--- src/rtl/pipeline_sequencer.sv ---
// pipeline_sequencer: fetch/execute stage sequencer with halt, stall and a saturating retired-instruction counter.
module pipeline_sequencer #(
  parameter int CNT_W = 16
) (
  input  logic             clk,
  input  logic             n_reset,
  input  logic             start,
  input  logic             halt_req,
  input  logic             stall,
  input  logic [4:0]       opcode,
  output logic             fe,
  output logic             e1,
  output logic             e2,
  output logic             halted,
  output logic             busy,
  output logic [CNT_W-1:0] retired
);
  typedef enum logic [2:0] {IDLE, FETCH, EXEC1, EXEC2, HALT} state_t;
  state_t state, nxt;
  logic two_cyc, retire;
  // adm, sbm, ldr and lda need a second execute cycle
  assign two_cyc = opcode[4:1] == 4'b0001 || opcode[4:1] == 4'b0011 ||
                   opcode == 5'b01110 || opcode[4:2] == 3'b110;
  always_comb begin
    nxt = state;
    retire = 1'b0;
    if (!stall)
      case (state)
        IDLE, HALT: nxt = start ? FETCH : state;
        FETCH:      nxt = EXEC1;
        EXEC1: begin
          nxt = opcode == 5'b00000 ? HALT :
                two_cyc            ? EXEC2 :
                halt_req           ? HALT : FETCH;
          retire = !two_cyc;
        end
        EXEC2: begin
          nxt = halt_req ? HALT : FETCH;
          retire = 1'b1;
        end
        default: nxt = IDLE;
      endcase
  end
  always_ff @(posedge clk or negedge n_reset) begin
    if (!n_reset) begin
      state <= IDLE;
      retired <= '0;
    end else begin
      state <= nxt;
      retired <= retired + CNT_W'(retire && !(&retired));
    end
  end
  assign fe     = state == FETCH && !stall;
  assign e1     = state == EXEC1 && !stall;
  assign e2     = state == EXEC2 && !stall;
  assign halted = state == HALT;
  assign busy   = state == FETCH || state == EXEC1 || state == EXEC2;
endmodule

--- config.mk ---
export PLATFORM = sky130hd
export DESIGN_NAME = pipeline_sequencer
export DESIGN_NICKNAME = d
export VERILOG_FILES = /design/src/rtl/pipeline_sequencer.sv
export SDC_FILE = /design/constraint.sdc
export NUM_CORES = 1
export LEC_CHECK = 0
export CAP_MARGIN = 40
export CORE_MARGIN = 5
export CORE_UTILIZATION = 41
export DETAILED_ROUTE_END_ITERATION = 12
export PLACE_DENSITY = 0.75
export SLEW_MARGIN = 20
export SYNTH_ARGS = -nofsm -noshare
export SYNTH_HDL_FRONTEND = slang
export SYNTH_SLANG_ARGS = --single-unit
--- constraint.sdc ---
create_clock -name clk -period 2 [get_ports clk]
set_input_delay 0.3 -clock clk [delete_from_list [all_inputs] [get_ports clk]]
set_output_delay 0.3 -clock clk [all_outputs]
set_load 0.03 [all_outputs]
==> results.toml, run 1 <==
[sta]
slew_violations = 0
rsz0062_at_grt = "true"
hold_viol = 0
clock_skew_ns = 0.003360
worstMarginPinSlew_ns = 0.3862
fmax_ghz = 0.4680
relSlewSlack_pct = 73.89
final-setup-viol-count = 9
setup_ws_ns = -0.1365
period_share_pct = 106.8
finalCriticalPeriod_ns = 2.137

[logic_synthesis]
yosys.area.top_type = "dfrtp_1"
synthTopCellsByArea = "dfrtp_1 (48%), xnor2_1 (6.2%), xor2_1 (6.2%)"
synth-compound-area-share_pct = 8.543
async_flop_share_pct = 100.0
synth-seq-cells = 19
synth-main-ff-cell = "dfrtp_1"
ys_types = 30
synth_seq_area_share_pct = 47.74
synth_fa_ha_area_share_pct = 3.769
netlist_instances = 99
synth-simple-area-share_pct = 24.62
synth.area.mux_share_pct = 0
avgSynthCellArea_um2 = 10.06
synth_top_family_by_area = "simple AND/OR/NAND/NOR gates"
syn_area_um2 = 996.0
synth_top_cell_area_share_pct = 47.74
synth_fp_nets = 112
yosys_warnings = 0
synth_xor_area_share_pct = 12.31
synth_edf_count = 0

[layout]
finalCoreUtilization_pct = 73.23
syn_to_final_growth_pct = 67.34
antenna_cells = 0
nNetsFinal = 175
drive_above_1_share_pct = 39.13

[clock_tree]
ctsHtreeMaxLevel = 1
cts_buffers = 3
insertion_delay_ns = 0.30
path_clk_slew_ns = 0.10
tritoncts = "yes"
cts_sinks = 19
postCtsHoldBufs = 0
cts-root-buf = "clkbuf_4"
clock_path_buffers = 2

[pwr]
p_leak_nw = 0.7560
powerDensity_mw_per_mm2 = 868.5
vdd_drop_max_v = 0.0006007

[placement]
port_buffers = 30
place.gp.congestion = 0.8298
place_ws_ns = -0.6371
post-dp-hpwl_um = 2198

[setup_path]
timing.rr.start = "retired[8]"
critPathLaunchType = "flip-flop"
worst_path_max_delay_cell = "dfrtp_2"
arrival_ns = 2.33
cpPeakStageDelay_ns = 0.42
path_max_fanout = 4
endpoint_kind = "flip-flop"
cp.required_ns = 2.20
path_cells = "and4_1 -> nand4_1 -> nor4_2 -> nor4_2 -> ha_2 -> buf_4 -> buf_4 -> ha_2 -> nand3_1 -> xnor2_1"
reg2reg_to = "retired[12]"
reg2reg_slack_ns = -0.14
rr_worst_depth = 10
criticalPathCategory = "flip-flop to flip-flop"

[route]
wl_um = 3133
drt-met1-wl_um = 1200
dr_wl_met2_um = 1697
vias = 1014
via_per_inst = 5.365
drc = 0
ant_nets = 0
post_drt_wl_per_cell_um = 16.58
drtIter0Drc = 29
drt_pass1_iterations = 4
top_layer_used = "met4"
wl_met3_um = 178

[floorplan]
start_util_pct = 43.76
row_count = 17
die_w_um = 59.29
coreArea_mm2 = 0.002276
ios = 31
fp.dieH_um = 59.29
dieArea_mm2 = 0.003515

[global_route]
grt_pass1_wl_um = 4912
antenna_found_initial = 0
grt_max_degree = 20
grt_overflow = 0
grt_util_all_layers_pct = 18.25
grt_pass1_vias = 1026

[flow_run]
drv_cap = 0

[min_path]
min_path_type = "input pin to async pin"

[status]
violations = "setup timing"
status = "complete, but fails checks"
## critical path, delay by kind of cell (launching register included)
kind	cells	cell delay, ns
buf+inv	2	0.23
simple gates	5	0.73
fa+ha+maj	2	0.50
flops	1	0.42
xor+xnor	1	0.15
## final cells by class
class,count,area [um^2]
timing repair buffer,60,516.7
multi-input combinational,74,589.3
fill,154,609.3
inverter,4,15.01
clock buffer,4,26.28
tap,28,35.03
sequential,19,484.2
## routing by layer
layer,vias up,global-route usage [%]
li1,481,-
met1,487,22.51
met2,38,31.51
met3,8,5.447
met4,0,3.236
met5,-,0
## where the power goes
group	switching [mW]	internal (mW)	leakage, nW	total, mW
logic	0.394	0.318	0.496	0.712
registers	0.0839	0.460	0.245	0.543
clock network	0.114	0.0779	0.0150	0.192
## cell usage in the layout, fill, tap and decap left out, types with 2 or more instances in the layout
cell type	n
a21oi_1	6
buf_4	31
buf_6	2
clkbuf_4	3
clkdlybuf4s50_1	20
dfrtp_1	12
dfrtp_2	7
dlygate4sd2_1	7
ha_2	2
inv_1	3
nand2_1	4
nand3_1	7
nand4_1	4
nor2_1	5
nor2_2	3
nor3_1	3
nor3_2	2
nor3b_1	2
nor4_2	2
o21bai_1	2
xnor2_1	7
xor2_1	6
## cells by family (layout without fill, tap and decap cells)
| family | count (synthesis) | in the layout |
|---|---|---|
| XOR/XNOR | 14 | 14 |
| adder cells (fa/ha/maj) | 3 | 3 |
| AO/OA/AOI/OAI | 13 | 13 |
| AND/OR/NAND/NOR | 44 | 44 |
| buffers and inverters | 6 | 68 |
| flip-flops | 19 | 19 |
## cells in the mapped netlist (3+ instances only)
| cell type | instances |
|---|---|
| xor2_1 | 7 |
| nand2_1 | 6 |
| a21oi_1 | 6 |
| nand4_1 | 4 |
| xnor2_1 | 7 |
| nor3_1 | 4 |
| inv_1 | 3 |
| nand3_1 | 8 |
| dfrtp_1 | 19 |
| nor2_1 | 9 |
| ha_1 | 3 |
## registers in the layout, summed over array words and instances (netlist names)
register and count:
retired 16, state 3
## through the flow
step	total power, mW	hold WS [ns]	instance area (um^2)	setup TNS, ns	cells
after floorplan	0.9014	0.004409	1015	-0.1537	99
after global placement	1.188	0.4868	1493	-4.886	177
after detailed placement	1.208	0.4944	1493	-6.638	177
after CTS	1.403	0.3336	1569	-0.4523	185
after global routing	1.532	0.3311	1667	-1.878	189
final	1.447	0.3275	1667	-0.8141	189
## worst max path at each step
stage                              to  cells after the start  startpoint
after floorplan           retired[11]                     10  retired[8]
after CTS                 retired[11]                      9    state[0]
final                     retired[12]                     10  retired[8]
after global placement    retired[15]                     11   opcode[0]
after global routing      retired[14]                      9    state[0]
after detailed placement  retired[15]                     11   opcode[0]
## timing repair
item,CTS,global route
gates resized for setup,13,14
buffers inserted,4,5
endpoints found under the setup margin,13,12
pin swaps,13,16
Power figures use the tool's default switching activity.
==> run 2, diff against run 1 <==
--- a/config.mk
+++ b/config.mk
@@ -5,11 +5,13 @@
 export SDC_FILE = /design/constraint.sdc
 export NUM_CORES = 1
 export LEC_CHECK = 0
+export ABC_AREA = 1
 export CAP_MARGIN = 40
+export CORE_ASPECT_RATIO = 0.6
 export CORE_MARGIN = 5
 export CORE_UTILIZATION = 41
 export DETAILED_ROUTE_END_ITERATION = 12
-export PLACE_DENSITY = 0.75
+export PLACE_DENSITY = 0.74
 export SLEW_MARGIN = 20
 export SYNTH_ARGS = -nofsm -noshare
 export SYNTH_HDL_FRONTEND = slang
==> results.toml, run 2 <==
[clock_tree]
ctsHtreeMaxLevel = 1
clock_path_buffers = 2
insertion_delay_ns = 0.26
cts_sinks = 19
tritoncts = "yes"
path_clk_slew_ns = 0.07
cts_buffers = 3
postCtsHoldBufs = 0
cts-root-buf = "clkbuf_8"

[pwr]
p_clk_share_pct = 17.0
powerDensity_mw_per_mm2 = 922.1
power_mw = 1.571
swShare_pct = 41.72
switching_power_mw = 0.6555
p_seq_share_pct = 34.5
combPwrFrac_pct = 48.5
p_leak_nw = 0.8420
vdd_drop_max_v = 0.0005795
p_int_mw = 0.9159

[floorplan]
row_count = 14
dieArea_mm2 = 0.003717
fp.dieH_um = 49.27
ios = 31
die_w_um = 75.44
coreArea_mm2 = 0.002487
start_util_pct = 42.35

[route]
drt_pass1_iterations = 4
ant_nets = 0
drtIter0Drc = 53
post_drt_wl_per_cell_um = 14.28
drc = 0
vias = 1074
wl_um = 3085
via_per_inst = 4.972

[setup_path]
critPathTopFamily = "simple AND/OR/NAND/NOR gates"
cpPeakStageDelay_ns = 0.42
worst_path_max_delay_cell = "dfrtp_1"
path_max_fanout = 4
arrival_ns = 2.21
path_buf_inv = 1
rr_worst_depth = 12
critPathLaunchType = "flip-flop"
path_cells = "inv_2 -> nor3_4 -> nand2_1 -> nor2_1 -> o21a_1 -> ha_4 -> nand3_2 -> nor2_4 -> nand2_2 -> nor2_4 -> nand2_2 -> xnor2_1"
cp.depth = 12
criticalPathCategory = "flip-flop to flip-flop"
cp.required_ns = 2.14
endpoint_kind = "flip-flop"

[sta]
hold_slack_ns = 0.3745
clock_skew_ns = 0.003258
hold_viol = 0
final-setup-viol-count = 3
setup_ws_ns = -0.06797
relSlewSlack_pct = 77.05
finalCriticalPeriod_ns = 2.068
fmax_ghz = 0.4836
period_share_pct = 103.4
tns_ns = -0.1386
rsz0062_at_grt = "true"
worstMarginPinSlew_ns = 0.3436
slew_violations = 0

[placement]
place.gp.congestion = 0.8605
port_buffers = 30
dp_cells = 211
place_ws_ns = -0.4551
post-dp-hpwl_um = 2293
place_area_mm2 = 0.001567

[layout]
drive_above_1_share_pct = 29.89
reg_top3 = "retired x16, state x3"
final_cell_mix = "nand2_1 (27), buf_4 (27), clkdlybuf4s50_1 (24)"
stdcell_area_mm2 = 0.001704
nNetsFinal = 198
antenna_cells = 0
syn_to_final_growth_pct = 61.76
finalCoreUtilization_pct = 68.51
top_register = "retired"
n_fill_cell = 175
instances_no_fill = 216
largest_reg_flops = 16

[logic_synthesis]
yosys_warnings = 0
synth_edf_count = 0
yosys-top-cells-count = "nand2_1 (30), dfrtp_1 (19), inv_1 (16), nor2_1 (16)"
syn_area_mm2 = 0.001054
yosysMostFrequentCell = "nand2_1"
synth_seq_area_share_pct = 45.13
avgSynthCellArea_um2 = 8.361
synth-seq-cells = 19
async_flop_share_pct = 100.0
synth_fp_nets = 139
synth_top_cell_area_share_pct = 45.13
yosys.area.top_type = "dfrtp_1"
ys_types = 18
synthTopCellsByArea = "dfrtp_1 (45%), nand2_1 (11%), xor2_1 (7.5%)"
synth-main-ff-cell = "dfrtp_1"
netlist_instances = 126

[global_route]
grt_util_all_layers_pct = 17.73
grt_max_degree = 20
grt_pass1_vias = 1031
antenna_found_initial = 0
grt_overflow = 0
grt_pass1_wl_um = 4899

[status]
violations = "setup timing"
status = "complete, but fails checks"

[flow_run]
drv_cap = 0

[min_path]
min_path_type = "input pin to async pin"
==> run 2: cell types whose count changed after synthesis, moves of 3 or more <==
cell     before  now
nand2_1       6   30
nor2_2        0    3
a21oi_1       6    0
inv_1         3   16
nor2_1        9   16
nor3_1        4    1
==> run 2: logic make-up (layout without fill, tap and decap cells) <==
kind of cell	count (synthesis)	after routing	share of synthesized area [%]
and+or+nand+nor	71	71	32.30
DFF	19	19	45.13
buffers and inverters	16	74	5.701
xor gates and xnor gates	14	14	11.64
adders and majority gates	3	3	3.563
AOI/OAI and AO/OA	3	3	1.663
==> run 2: worst paths after layout <==
path / start / slack, ns / to
max: state[1] / -0.07 / retired[15]
min: n_reset / 0.37 / retired[15]
max reg2reg: state[1] / -0.07 / retired[15]
min reg2reg: retired[11] / 0.50 / retired[11]
max in group asynchronous: n_reset / 1.43 / retired[1]
min in group clk: retired[11] / 0.50 / retired[11]
==> run 2: layer usage <==
layer | GRT usage (%) | wire (um) | vias to the layer above
li1 | - | - | 515
met1 | 24.84 | 1351 | 508
met2 | 25.21 | 1429 | 36
met3 | 5.350 | 194 | 15
met4 | 6.977 | 109 | 0
met5 | 0 | 0 | -
==> run 2: power groups by stage <==
| stage | Sequential [mW] | Clock [mW] | Combinational [mW] |
|---|---|---|---|
| after floorplan | 0.641 | 0 | 0.248 |
| after global placement | 0.527 | 0 | 0.685 |
| after detailed placement | 0.531 | 0 | 0.699 |
| after CTS | 0.532 | 0.275 | 0.723 |
| after global routing | 0.551 | 0.288 | 0.826 |
| final | 0.542 | 0.268 | 0.762 |
==> run 2: area by class of cell <==
class | count | area, um^2 | area share [%]
Clock buffer | 3 | 41.29 | 2.423
Multi-Input combinational cell | 91 | 609.3 | 35.76
Clock inverter | 1 | 5.005 | 0.2937
Timing Repair Buffer | 54 | 473.0 | 27.75
Tap cell | 32 | 40.04 | 2.349
Sequential cell | 19 | 475.5 | 27.90
Inverter | 16 | 60.06 | 3.524
==> run 2: repair_timing <==
item                       CTS  global route
buffers inserted             0             1
pin swaps                    2             8
setup endpoints to repair    8            11
resized for setup            8            16
gates cloned                 0             0
